<file path="config.mk">
export PLATFORM = sky130hd
export DESIGN_NAME = mult_rr_scheduler_flat
export DESIGN_NICKNAME = d
export VERILOG_FILES = /design/src/rtl/mult_rr_scheduler_if.sv /design/src/rtl/mult_rr_scheduler.sv /design/src/flat_wrapper.sv
export SDC_FILE = /design/constraint.sdc
export NUM_CORES = 1
export LEC_CHECK = 0
export BUFFER_PORTS_ARGS = -buffer_cell sky130_fd_sc_hd__buf_2
export CORE_AREA = 2 2 182 184
export DETAILED_ROUTE_END_ITERATION = 10
export DIE_AREA = 0 0 184 186
export GPL_ROUTABILITY_DRIVEN = 1
export GPL_TIMING_DRIVEN = 0
export PLACE_DENSITY = 0.59
export SYNTH_ARGS = -nofsm -noshare
export SYNTH_HDL_FRONTEND = slang
export SYNTH_SLANG_ARGS = --single-unit
</file>
<file path="constraint.sdc">
create_clock -name clk -period 5.6 [get_ports clk]
set_input_delay 1.68 -clock clk [delete_from_list [all_inputs] [get_ports clk]]
set_output_delay 1.68 -clock clk [all_outputs]
set_load 0.005 [all_outputs]
</file>
<file path="src/rtl/mult_rr_scheduler_if.sv">
// Signal bundle between the round-robin multiply scheduler, its requesters and the
// shared sequential multiply unit. The slave modport is the scheduler's view.
interface mult_rr_scheduler_if #(
  parameter int IDW   = 2,
  parameter int WIDTH = 32
);
  localparam int NREQ = 2 ** IDW;

  logic [NREQ-1:0]       req_valid;
  logic [NREQ-1:0]       req_ready;
  logic [NREQ*WIDTH-1:0] req_mcand;
  logic [NREQ*WIDTH-1:0] req_mplier;

  logic                  rsp_valid;
  logic                  rsp_ready;
  logic [IDW-1:0]        rsp_id;
  logic [2*WIDTH-1:0]    rsp_prod;
  logic                  rsp_err;

  logic                  mul_reset;
  logic [WIDTH-1:0]      mul_mcand;
  logic [WIDTH-1:0]      mul_mplier;
  logic                  mul_fin;
  logic [2*WIDTH-1:0]    mul_prod;

  modport slave (
    input  req_valid, req_mcand, req_mplier, rsp_ready, mul_fin, mul_prod,
    output req_ready, rsp_valid, rsp_id, rsp_prod, rsp_err,
           mul_reset, mul_mcand, mul_mplier
  );

  modport master (
    output req_valid, req_mcand, req_mplier, rsp_ready, mul_fin, mul_prod,
    input  req_ready, rsp_valid, rsp_id, rsp_prod, rsp_err,
           mul_reset, mul_mcand, mul_mplier
  );
endinterface

</file>
<file path="src/rtl/mult_rr_scheduler.sv">
// Round-robin scheduler sharing one sequential multiply unit among 2**IDW requesters:
// grants one job, pulses the unit's start reset, waits for fin (or times out), returns the product.
module mult_rr_scheduler #(
  parameter int IDW     = 2,
  parameter int WIDTH   = 32,
  parameter int TIMEOUT = 64
) (
  input  logic               clk,
  input  logic               reset_n,
  mult_rr_scheduler_if.slave bus,
  output logic               busy,
  output logic               err_timeout
);
  localparam int NREQ  = 2 ** IDW;
  localparam int CNT_W = (TIMEOUT > 1) ? $clog2(TIMEOUT) : 1;
  localparam logic [CNT_W-1:0] CNT_LAST = CNT_W'(TIMEOUT - 1);

  typedef enum logic [1:0] {IDLE, START, RUN, RESP} state_e;

  state_e               state_q, state_d;
  logic [IDW-1:0]       ptr_q;
  logic [IDW-1:0]       id_q;
  logic [WIDTH-1:0]     mcand_q, mplier_q;
  logic [2*WIDTH-1:0]   prod_q;
  logic                 err_q;
  logic                 err_timeout_q;
  logic [CNT_W-1:0]     cnt_q;

  logic                 grant_any;
  logic [IDW-1:0]       grant_id;
  logic [IDW-1:0]       idx;
  logic                 run_done;

  // Search starts one past the last winner, so each waiting requester is
  // served within NREQ-1 jobs.
  always_comb begin
    // NOTE: every signal written here gets a default first, so no latch is inferred.
    grant_any = 1'b0;
    grant_id  = '0;
    idx       = '0;
    for (int off = 1; off <= NREQ; off++) begin
      idx = ptr_q + IDW'(off);
      if (!grant_any && bus.req_valid[idx]) begin
        grant_any = 1'b1;
        grant_id  = idx;
      end
    end
  end

  assign run_done = bus.mul_fin || (cnt_q == CNT_LAST);

  always_ff @(posedge clk or negedge reset_n) begin
    // NOTE: sequential state uses non-blocking assignments so all registers update together.
    if (!reset_n) state_q <= IDLE;
    else          state_q <= state_d;
  end

  always_comb begin
    state_d = state_q;
    case (state_q)
      IDLE:    if (grant_any)     state_d = START;
      START:                      state_d = RUN;
      RUN:     if (run_done)      state_d = RESP;
      RESP:    if (bus.rsp_ready) state_d = IDLE;
      default:                    state_d = IDLE;
    endcase
  end

  always_comb begin
    bus.req_ready = '0;
    bus.mul_reset = 1'b0;
    bus.rsp_valid = 1'b0;
    busy          = 1'b1;
    case (state_q)
      IDLE: begin
        busy = 1'b0;
        if (grant_any) bus.req_ready[grant_id] = 1'b1;
      end
      START:   bus.mul_reset = 1'b1;
      RESP:    bus.rsp_valid = 1'b1;
      default: ;
    endcase
  end

  // Job datapath: operands and id latched at grant, result captured at end of RUN.
  always_ff @(posedge clk or negedge reset_n) begin
    if (!reset_n) begin
      ptr_q         <= IDW'(NREQ - 1);
      id_q          <= '0;
      mcand_q       <= '0;
      mplier_q      <= '0;
      prod_q        <= '0;
      err_q         <= 1'b0;
      err_timeout_q <= 1'b0;
      cnt_q         <= '0;
    end else begin
      case (state_q)
        IDLE: begin
          if (grant_any) begin
            mcand_q  <= bus.req_mcand[grant_id*WIDTH +: WIDTH];
            mplier_q <= bus.req_mplier[grant_id*WIDTH +: WIDTH];
            id_q     <= grant_id;
            ptr_q    <= grant_id;
          end
        end
        START: cnt_q <= '0;
        RUN: begin
          if (bus.mul_fin) begin
            prod_q <= bus.mul_prod;
            err_q  <= 1'b0;
          end else if (cnt_q == CNT_LAST) begin
            prod_q        <= '0;
            err_q         <= 1'b1;
            err_timeout_q <= 1'b1;
          end else begin
            cnt_q <= cnt_q + 1'b1;
          end
        end
        default: ;
      endcase
    end
  end

  assign bus.mul_mcand  = mcand_q;
  assign bus.mul_mplier = mplier_q;
  assign bus.rsp_id     = id_q;
  assign bus.rsp_prod   = prod_q;
  assign bus.rsp_err    = err_q;
  assign err_timeout    = err_timeout_q;
endmodule
</file>
<file path="src/flat_wrapper.sv">
// flat-port wrapper written by rule: the top's interface ports become plain ports
module mult_rr_scheduler_flat 
#(
  parameter int IDW     = 2,
  parameter int WIDTH   = 32,
  parameter int TIMEOUT = 64
)
  (clk, reset_n, busy, err_timeout, bus_req_valid, bus_req_mcand, bus_req_mplier, bus_rsp_ready, bus_mul_fin, bus_mul_prod, bus_req_ready, bus_rsp_valid, bus_rsp_id, bus_rsp_prod, bus_rsp_err, bus_mul_reset, bus_mul_mcand, bus_mul_mplier);
  mult_rr_scheduler_if #(.IDW(IDW), .WIDTH(WIDTH)) bus_i ();
  input  logic clk;
  input  logic reset_n;
  output logic busy;
  output logic err_timeout;
  input wire logic [$bits(bus_i.req_valid)-1:0] bus_req_valid;
  input wire logic [$bits(bus_i.req_mcand)-1:0] bus_req_mcand;
  input wire logic [$bits(bus_i.req_mplier)-1:0] bus_req_mplier;
  input wire logic [$bits(bus_i.rsp_ready)-1:0] bus_rsp_ready;
  input wire logic [$bits(bus_i.mul_fin)-1:0] bus_mul_fin;
  input wire logic [$bits(bus_i.mul_prod)-1:0] bus_mul_prod;
  output wire logic [$bits(bus_i.req_ready)-1:0] bus_req_ready;
  output wire logic [$bits(bus_i.rsp_valid)-1:0] bus_rsp_valid;
  output wire logic [$bits(bus_i.rsp_id)-1:0] bus_rsp_id;
  output wire logic [$bits(bus_i.rsp_prod)-1:0] bus_rsp_prod;
  output wire logic [$bits(bus_i.rsp_err)-1:0] bus_rsp_err;
  output wire logic [$bits(bus_i.mul_reset)-1:0] bus_mul_reset;
  output wire logic [$bits(bus_i.mul_mcand)-1:0] bus_mul_mcand;
  output wire logic [$bits(bus_i.mul_mplier)-1:0] bus_mul_mplier;
  assign bus_i.req_valid = bus_req_valid;
  assign bus_i.req_mcand = bus_req_mcand;
  assign bus_i.req_mplier = bus_req_mplier;
  assign bus_i.rsp_ready = bus_rsp_ready;
  assign bus_i.mul_fin = bus_mul_fin;
  assign bus_i.mul_prod = bus_mul_prod;
  assign bus_req_ready = bus_i.req_ready;
  assign bus_rsp_valid = bus_i.rsp_valid;
  assign bus_rsp_id = bus_i.rsp_id;
  assign bus_rsp_prod = bus_i.rsp_prod;
  assign bus_rsp_err = bus_i.rsp_err;
  assign bus_mul_reset = bus_i.mul_reset;
  assign bus_mul_mcand = bus_i.mul_mcand;
  assign bus_mul_mplier = bus_i.mul_mplier;
  mult_rr_scheduler #(.IDW(IDW), .WIDTH(WIDTH), .TIMEOUT(TIMEOUT)) u_core (.clk(clk), .reset_n(reset_n), .bus(bus_i), .busy(busy), .err_timeout(err_timeout));
endmodule
</file>
== Yosys cells after proc, flatten, opt, wreduce, memory -nomap -nowiden ==
Cells that the tools add are included.
Storage, ports and cells
  flip-flop bits (word level): 142
Operators by class
  shift-type cells: 2
  multiplexer cells: 34
  order comparisons: 6
  add/sub/neg operators: 4
  reductions and logical operators: 16
  bitwise gates (word level): 1
  equality and inequality tests: 9
Operator list (number)
  indexed part select 128 x 8 -> 32 bit: 2
  two-way mux 64 bit: 2
  < comparator 2 x 3 -> 1 bit (second input constant): 5
  two-way mux 1 bit: 14
  two-way mux 2 bit: 7
  two-way mux 6 bit: 2
  case mux 6 bit (2 select lines): 1
  AND reduction 3 bit: 3
  binary-select mux 1 bit (select 2 bit): 4
  two-way mux 4 bit: 2
  case mux 2 bit (4 select lines): 1
  adder 6 x 1 -> 6 bit (second input constant): 1
  == test 6 bit (second input constant): 1
  != test 2 bit (second input constant): 3
  adder 2 bit (second input constant): 2
  == test 2 bit (second input constant): 2
  logical AND 1 bit: 4
  != test 2 x 1 -> 1 bit (second input constant): 2
  AND reduction 2 bit: 2
  nonzero test 2 bit: 2
  logical NOT 1 bit: 3
  adder 2 x 1 -> 2 bit (second input constant): 1
  demux 1 bit (select 2 bit): 1
  == test 2 x 1 -> 1 bit (second input constant): 1
  4 further kinds: 4

== Depth between registers and ports, before layout ==
Gate-level depths: netlist (run 1).
  depth in word-level cells: 19
  depth in mapped cells: 9
  mapped depth without buffers: 7

== Worst setup path after synthesis (run 1) ==
OpenSTA, ideal clock, no wires.
  path type: in2out
  start point: in bus_req_valid[0]
  end point: out bus_req_ready[2]
  required time: 3.920 ns
  path slack: 1.060 ns
  data arrival time: 2.860 ns
  stages on the path: 7
  path through: o21ai_1 > a21oi_1 > or3_1 > clkbuf_1 > buf_4 > buf_6 > nor3_1
On the way
  word-level cells in the longest chain between the ends: 18
  elaborated cells between the ends (all ways): 29
  those cells by class: order compare: 2; mux: 20; reduce/logical: 7
RTL lines
  start, declared: RTL line flat_wrapper.sv:14  | input wire logic [$bits(bus_i.req_valid)-1:0] bus_req_valid;
  binary-select mux 1 bit (select 2 bit): RTL line mult_rr_scheduler.sv:43  | if (!grant_any && bus.req_valid[idx]) begin
  two-way mux 1 bit (implied by the code): RTL line mult_rr_scheduler.sv:43
  two-way mux 1 bit: RTL line mult_rr_scheduler.sv:43
  logical NOT 1 bit: RTL line mult_rr_scheduler.sv:43
  logical AND 1 bit: RTL line mult_rr_scheduler.sv:43
  two-way mux 1 bit: RTL line mult_rr_scheduler.sv:43
  logical NOT 1 bit: RTL line mult_rr_scheduler.sv:43
  logical AND 1 bit: RTL line mult_rr_scheduler.sv:43
  [... 2 more ...]
  logical AND 1 bit: RTL line mult_rr_scheduler.sv:43
  two-way mux 2 bit: RTL line mult_rr_scheduler.sv:43
  < comparator 2 x 3 -> 1 bit (implied by the code) or >= comparator 2 x 1 -> 1 bit (tied branches): RTL line mult_rr_scheduler.sv:77  | if (grant_any) bus.req_ready[grant_id] = 1'b1;
  logical AND 1 bit (implied by the code): RTL line mult_rr_scheduler.sv:77
  two-way mux 1 bit (implied by the code): RTL line mult_rr_scheduler.sv:77
  demux 1 bit (select 2 bit)
  two-way mux 4 bit *: RTL line mult_rr_scheduler.sv:77
  two-way mux 4 bit *: RTL line mult_rr_scheduler.sv:74  | case (state_q)
  end, declared: RTL line flat_wrapper.sv:20  | output wire logic [$bits(bus_i.req_ready)-1:0] bus_req_ready;
Every way passes the cells marked *; elsewhere a longest branch is shown, timed or not. The select of a mux whose other input is x is not followed.

== Worst setup path in the final report (run 1) ==
  start point: in bus_req_valid[3]
  end point: out bus_req_ready[1]
The elaborated chain is that of the path after synthesis.

==> results of run 1 <==
## report_power, final
part	switching [mW]	internal (mW)
combinational	1.54	1.16
clock	0.479	0.637
sequential	0.273	1.52
## flip-flops by register name (all words and copies together), names as in the netlist
register               flops
u_core.bus.rsp_prod       64
u_core.bus.rsp_err         1
u_core.ptr_q               2
u_core.err_timeout         1
u_core.bus.mul_mplier     32
u_core.bus.rsp_id          2
u_core.cnt_q               6
u_core.bus.mul_mcand      32
u_core.state_q             2
## tightest hold or removal path: stages (launching register included)
cell                      delay, ns
sky130_fd_sc_hd__dfrtp_1       0.34
sky130_fd_sc_hd__nand2_1       0.05
sky130_fd_sc_hd__o21ai_1       0.06
## per-stage QoR
stage / total power [mW] / util / hold WS [ns]
detailed placement: 4.54 / 0.318 / 0.467
floorplan: 3.30 / - / 0.460
global placement: 4.51 / 0.317 / 0.467
global route: 6.01 / 0.335 / 0.504
finish: 5.60 / 0.335 / 0.487
CTS: 5.69 / 0.335 / 0.489
## layer usage
metal	wire length, µm	up-vias	global-route usage
met4	583	0	0.0621
met1	12400	3649	0.199
li1	-	3760	-
met5	0	-	0
met3	2270	34	0.0436
met2	15900	375	0.320
## cell type report
| class | instances | area [µm²] |
|---|---|---|
| Sequential cell | 142 | 3560 |
| Multi-Input combinational cell | 525 | 3450 |
| Buffer | 71 | 334 |
| Inverter | 5 | 18.8 |
| Fill cell | 3379 | 21400 |
| Tap cell | 408 | 510 |
| Clock buffer | 21 | 460 |
| Antenna cell | 1 | 2.50 |
| Timing Repair Buffer | 467 | 2370 |
| Clock inverter | 11 | 109 |
## path summary, 6_finish.rpt
| kind | cells past startpoint | to | from | slack (ns) |
|---|---|---|---|---|
| max | 8 | bus_req_ready[1] | bus_req_valid[3] | 0.50 |
| min | 2 | u_core.bus.rsp_id[1]$_DFFE_PN0P_ | u_core.bus.rsp_id[1]$_DFFE_PN0P_ | 0.49 |
| min in group asynchronous | 1 | u_core.bus.mul_mcand[2]$_DFFE_PN0P_ | reset_n | 1.16 |
| max in group asynchronous | 2 | u_core.bus.rsp_prod[41]$_DFFE_PN0P_ | reset_n | 3.59 |
| max reg2reg | 8 | u_core.bus.mul_mplier[11]$_DFFE_PN0P_ | u_core.state_q[0]$_DFFE_PN0P_ | 2.74 |
| min reg2reg | 2 | u_core.bus.rsp_id[1]$_DFFE_PN0P_ | u_core.bus.rsp_id[1]$_DFFE_PN0P_ | 0.49 |
## layout by cell type, fill, tap and decap left out, types with 3 or more instances in the layout
master	n
sky130_fd_sc_hd__mux2i_1	67
sky130_fd_sc_hd__nor2_1	74
sky130_fd_sc_hd__dfrtp_1	140
sky130_fd_sc_hd__a211oi_1	129
sky130_fd_sc_hd__a22o_1	64
sky130_fd_sc_hd__buf_2	480
sky130_fd_sc_hd__nand2_1	74
sky130_fd_sc_hd__a21oi_1	7
sky130_fd_sc_hd__o21ai_1	4
sky130_fd_sc_hd__clkbuf_16	17
sky130_fd_sc_hd__o21ai_0	5
sky130_fd_sc_hd__buf_6	6
sky130_fd_sc_hd__clkinvlp_4	7
sky130_fd_sc_hd__clkbuf_1	43
sky130_fd_sc_hd__ha_1	5
sky130_fd_sc_hd__buf_4	3
sky130_fd_sc_hd__nor3_1	67
sky130_fd_sc_hd__buf_1	7
sky130_fd_sc_hd__inv_1	5
sky130_fd_sc_hd__nand2b_1	6
## kinds of logic (layout without fill, tap and decap cells)
group	after synthesis	after routing
fa+ha+maj	5	5
mux	67	67
simple gates	236	236
compound gates	217	217
flops	142	142
buf+inv	76	575
other cells	0	1
==> metrics.md, run 1 <==
| Metric | Value |
|---|---|
| Fraction of post-synthesis cell area in the top cell type by area | 0.476 |
| Fraction of layout cells with a size suffix above 1 | 0.422 |
| Share of synthesized cell area in full adder, half adder and majority cells | 0.00850 |
| Ys flop type | sky130_fd_sc_hd__dfrtp_1 |
| Post-synthesis sequential area ratio | 0.483 |
| Area of the die | 34200 µm² |
| Timing-limited maximum frequency | 0.196 GHz |
| Fraction of synthesis flops using an asynchronous set or reset pin | 1.00 |
| Final layout net count | between 1500 and 2000 |
| CTS tree | yes |
| GR Util All Layers | 0.176 |
| WL per Instance | 18.9 µm |
| Leakage | 5.41 nW |
| Hold-fix buffers, CTS | 0 |
| Mapped Nets | ~1100 |
| Mean cell area of the mapped netlist | 9.90 µm² |
| Fin. Hold Viols | 0 |
| Global-route wire length before repair | 44.5 mm |
| Via count of the first global-routing pass | 7607 |
| Dominant cell type by area after synthesis | sky130_fd_sc_hd__dfrtp_1 |
| Count of endpoints failing setup in the final report | 0 |
| Post-layout minimum cycle time | between 5 and 6 ns |
| Post-synthesis xor/xnor area fraction | 0 |
| Area overhead of the layout relative to synthesis | 46.9% |
| Total placed instance area | 10200 µm² |
| Initial cell density of the core | 0.228 |
| Detailed-router iteration count before antenna repair | 5 |
| Summed instance area of the synthesized netlist | 7360 µm² |
| TritonCTS Buffers | 17 |
| Overall via count from detail_route | between 7000 and 8000 |
| Initial antenna violation count | 2 |
| GPL Wtd Cong | 0.821 |
| Total of flip-flops plus latches after synthesis | 142 |
| Clock buffer depth | 2 |
| Post-synth cell types | 40 |
| Max-cap violations | 0 |
| Post-CTS setup-driven buffer insertion count | 0 |
| Mux cell area share after synthesis | 0.0912 |
| Maximum VDD drop | 209 µV |
| Cell chain of the critical path | buf_2, nor4_2, nor2_1, o21ai_1, buf_2, buf_2, nor2_1, buf_2 |
| Data required time of the worst path | 3.92 ns |
| Max Slew Vio Count | 0 |
| Clock root buffer | sky130_fd_sc_hd__clkbuf_16 |
| Part of the cycle the worst path needs | 0.910 |
| Power density of the placed cells | 519 nW/µm² |
| Synth Area in Compound Gates | 0.227 |
| Setup Skew | 0.0123 ns |
| Layout Cell Area excl Fill | 10800 µm² |
| Clock latency at the later pin of the worst-skew pair | 0.44 ns |
| Buffers on Ports | between 400 and 500 |
| Endpoint class of the critical path | primary output |
| Number of placed I/O pins | 467 |
| Post-Syn Instances | between 700 and 800 |
| Crit path max fanout | 10 |
| Core region area | 32200 µm² |
| Number of DRC markers after the initial detailed-route iteration | 318 |
| Largest net degree at the start of global routing | 95 |
| Library cell appearing most often on the critical path | sky130_fd_sc_hd__buf_2 |
| Commonest cells in the netlist | sky130_fd_sc_hd__dfrtp_1 (140), sky130_fd_sc_hd__a211oi_1 (129), sky130_fd_sc_hd__nand2_1 (74), sky130_fd_sc_hd__nor2_1 (74) |
| Worst Tran Pin Value | roughly 1.1 ns |
| Count of synthesis-stage warnings from yosys | 0 |
| Highest cell delay on the worst timing path | 0.37 ns |
| Horiz. Die Dim | 184 µm |
| CTS resizes | 0 |
| Final wirelength | 31.2 mm |
| Detail-routed via count per cell | about 4.7 |
| Number of enable flip-flop cells after synthesis | 0 |
| Ranking of synthesized cells by area | sky130_fd_sc_hd__dfrtp_1 (48%), sky130_fd_sc_hd__a211oi_1 (13%), sky130_fd_sc_hd__mux2i_1 (9.1%) |
| Post-placement cell count | 1618 |
| Die H | 186 µm |
| Number of clock sinks seen by CTS | about 140 |
| Critical path data arrival time | 3.42 ns |
| Startpoint types | primary input |
| Detailed placer's ending HPWL | about 25 mm |
| Pre-CTS setup slack | about 0.43 ns |
| Setup_tns | 0 ns |
| Worst path setup slack after routing | 0.503 ns |
| Slew Limit Headroom | 0.248 |
| Buffers and inverters on the worst path | 4 |
| Critical path class | in -> out |
| Critical Path Slowest Stage Cell | sky130_fd_sc_hd__nor4_2 |
| Number of nets with antenna violations after routing | 0 |
| Core Rows | 66 |
| Type of the tightest min-delay check | reg -> reg |
| Dominant cell by count in the synthesized netlist | sky130_fd_sc_hd__dfrtp_1 |
| Number of remaining DRC errors | 0 |
| RSZ-0062 raised after global routing | no |
| Final cell count without fillers | 1651 |
| Post-synthesis share of cell area spent on and, or, nand and nor gates | 0.142 |
| Total grt overflow | 0 |
| Clock slew seen by the registers of the worst setup and hold paths | 0.06 ns |
| Largest family of logic cells by synthesized area | compound AO/OA/AOI/OAI gates |
| Outcome | completed |
| Top delay family on crit path | buffers and inverters |
| # H-tree levels | 4 |
No activity file was read; power rests on OpenSTA's default activity.
==> run 2: changes to the inputs <==
- PLACE_DENSITY: 0.59 -> 0.53
==> run 2 against run 1 <==
First-iteration DRC count up 18%. Clock-buffer cell count down 3. Critical path type unchanged. Utilization up 0.054 points. Sequential share of layout area down 0.053 points. Final cell count unchanged. Via count down 0.68%. Non-clock buffer count unchanged. Critical path depth unchanged. Sequential power about the same. Critical endpoint is now bus_req_ready[3].
==> metrics.md, run 2 (same netlist as run 1, synthesis figures left out) <==
| Metric | Value |
|---|---|
| Outcome | completed |
| Fraction of layout cells with a size suffix above 1 | 0.424 |
| Total grt overflow | 0 |
| Worst hold slack after final layout | about 0.48 ns |
| Timing-limited maximum frequency | 0.195 GHz |
| RSZ-0062 raised after global routing | no |
| Power density of the placed cells | 523 nW/µm² |
| CTS tree | yes |
| Most frequent standard cell in the layout excluding fill and tap cells | sky130_fd_sc_hd__buf_2 |
| Destination of the worst hold path | u_core.bus.rsp_id[1]$_DFFE_PN0P_ |
| Max Slew Vio Count | 0 |
| Final layout net count | 1562 |
| Setup_tns | 0 ns |
| Leakage | 5.44 nW |
| Worst R2R Start | u_core.state_q[0]$_DFFE_PN0P_ |
| Number of remaining DRC errors | 0 |
| Clock slew seen by the registers of the worst setup and hold paths | 0.07 ns |
| Overall power | 5.66 mW |
| GR Util All Layers | 0.181 |
| Buffers on Ports | 466 |
| Slew Limit Headroom | 0.288 |
| Type of the tightest min-delay check | reg -> reg |
| Hold_sp | u_core.bus.rsp_id[1]$_DFFE_PN0P_ |
| Area overhead of the layout relative to synthesis | 47.1% |
| Hold-fix buffers, CTS | 0 |
| Commonest cells after routing, fill and taps aside | sky130_fd_sc_hd__buf_2 (480), sky130_fd_sc_hd__dfrtp_1 (140), sky130_fd_sc_hd__a211oi_1 (129), sky130_fd_sc_hd__nor2_1 (74), sky130_fd_sc_hd__nand2_1 (74) |
| Cell count of the worst reg-to-reg path | 8 |
| Die H | 186 µm |
| Worst Tran Pin Value | 1.07 ns |
| Number of placed I/O pins | ~470 |
| Worst Hold Depth | 2 |
| CTS resizes | 0 |
| Initial cell density of the core | 0.228 |
| Number of clock sinks seen by CTS | roughly 140 |
| Startpoint types | primary input |
| Clock buffer depth | 2 |
| Largest net degree at the start of global routing | 88 |
| Internal power | 3.32 mW |
| Critical path data arrival time | 3.45 ns |
| Layout Cell Area excl Fill | 10800 µm² |
| Total placed instance area | 10200 µm² |
| Detailed-router iteration count before antenna repair | 5 |
| Post-placement cell count | roughly 1600 |
| Initial antenna violation count | 1 |
| Detailed placer's ending HPWL | 25.3 mm |
| Fin. Hold Viols | 0 |
| Worst path setup slack after routing | 0.473 ns |
| Endpoint of the most critical register-to-register path | u_core.bus.mul_mplier[14]$_DFFE_PN0P_ |
| Part of the power in combinational logic | 0.479 |
| Global-route wire length before repair | 45.9 mm |
| Final Core Density | 0.336 |
| Crit path max fanout | 10 |
| Area of the die | 34200 µm² |
| Core region area | 32200 µm² |
| GPL Wtd Cong | 0.833 |
| Maximum VDD drop | about 220 µV |
| Power spent charging and discharging nets | 2.34 mW |
| Core Rows | 66 |
| Clock root buffer | sky130_fd_sc_hd__clkbuf_16 |
| WL per Instance | between 15 and 20 µm |
| Number of nets with antenna violations after routing | 0 |
| Setup Skew | around 0.016 ns |
| Final wirelength | about 32 mm |
| Pre-CTS setup slack | 0.404 ns |
| Endpoint class of the critical path | primary output |
| Overall via count from detail_route | 7765 |
| Post-layout minimum cycle time | between 5 and 6 ns |
| Data required time of the worst path | 3.92 ns |
| Count of endpoints failing setup in the final report | 0 |
| Clock latency at the later pin of the worst-skew pair | between 0.4 and 0.5 ns |
| Power share of the clock group | 0.205 |
| Final cell count without fillers | approximately 1700 |
| Number of DRC markers after the initial detailed-route iteration | 376 |
| Flop-to-flop setup slack | 2.77 ns |
| Detail-routed via count per cell | 4.70 |
| Post-CTS setup-driven buffer insertion count | 0 |
| Part of the cycle the worst path needs | 0.915 |
| Via count of the first global-routing pass | between 7000 and 8000 |
| Critical path class | in -> out |
| Sequential group share of total power | 0.316 |
| Max reg flops | 64 |
| Horiz. Die Dim | 184 µm |
| # H-tree levels | 4 |
| Switching fraction of total power | 0.414 |
| Max-cap violations | 0 |
| TritonCTS Buffers | 17 |
## run 2: cell count changes in the layout (fill, tap and decap cells not counted), sizes merged
cell	previous run	this run
clkbuf	62	59
clkinv	1	4
clkinvlp	7	2
inv	7	12
## run 2: layer usage
layer | global-route usage | part of all wire | vias up
met5 | 0 | 0 | -
met4 | 0.0445 | 0.014 | 0
met3 | 0.0427 | 0.075 | 20
met2 | 0.334 | 0.52 | 342
met1 | 0.210 | 0.40 | 3652
li1 | - | - | 3751
## run 2: cell type report
cell class | count | area (µm²)
diodes | 1 | 2.50
plain buffers | 71 | 334
clock buffers | 18 | 439
clock inverters | 14 | 148
fillers | 3458 | 21400
inverters | 5 | 18.8
multi-input cells | 525 | 3450
flip-flops and latches | 142 | 3560
well taps | 408 | 510
repair buffers | 467 | 2370
## run 2: worst max-delay path, stage by stage
cell                      delay, ns
sky130_fd_sc_hd__buf_2         0.13
sky130_fd_sc_hd__o21ai_1       0.14
sky130_fd_sc_hd__a21oi_1       0.13
sky130_fd_sc_hd__nor3_2        0.39
sky130_fd_sc_hd__buf_4         0.33
sky130_fd_sc_hd__buf_4         0.33
sky130_fd_sc_hd__and3_1        0.19
sky130_fd_sc_hd__buf_2         0.12
## run 2: how the worst max path moves through the flow
stage | start | to | slack [ns]
2_1_floorplan | bus_req_valid[0] | bus_req_ready[2] | 1.06
3_3_place_gp | bus_req_valid[1] | bus_req_ready[3] | 0.44
6_report | bus_req_valid[0] | bus_req_ready[3] | 0.47
5_1_grt | bus_req_valid[0] | bus_req_ready[3] | 0.34
4_1_cts | bus_req_valid[1] | bus_req_ready[3] | 0.40
3_5_place_dp | bus_req_valid[1] | bus_req_ready[3] | 0.40
## run 2: power by group through the flow
stage / clock network, mW / logic [mW] / registers, mW
5_1_grt: 1.25 / 3.01 / 1.85
6_report: 1.16 / 2.71 / 1.79
3_5_place_dp: 0 / 2.76 / 1.80
2_1_floorplan: 0 / 1.48 / 1.82
4_1_cts: 1.19 / 2.77 / 1.79
3_3_place_gp: 0 / 2.76 / 1.79
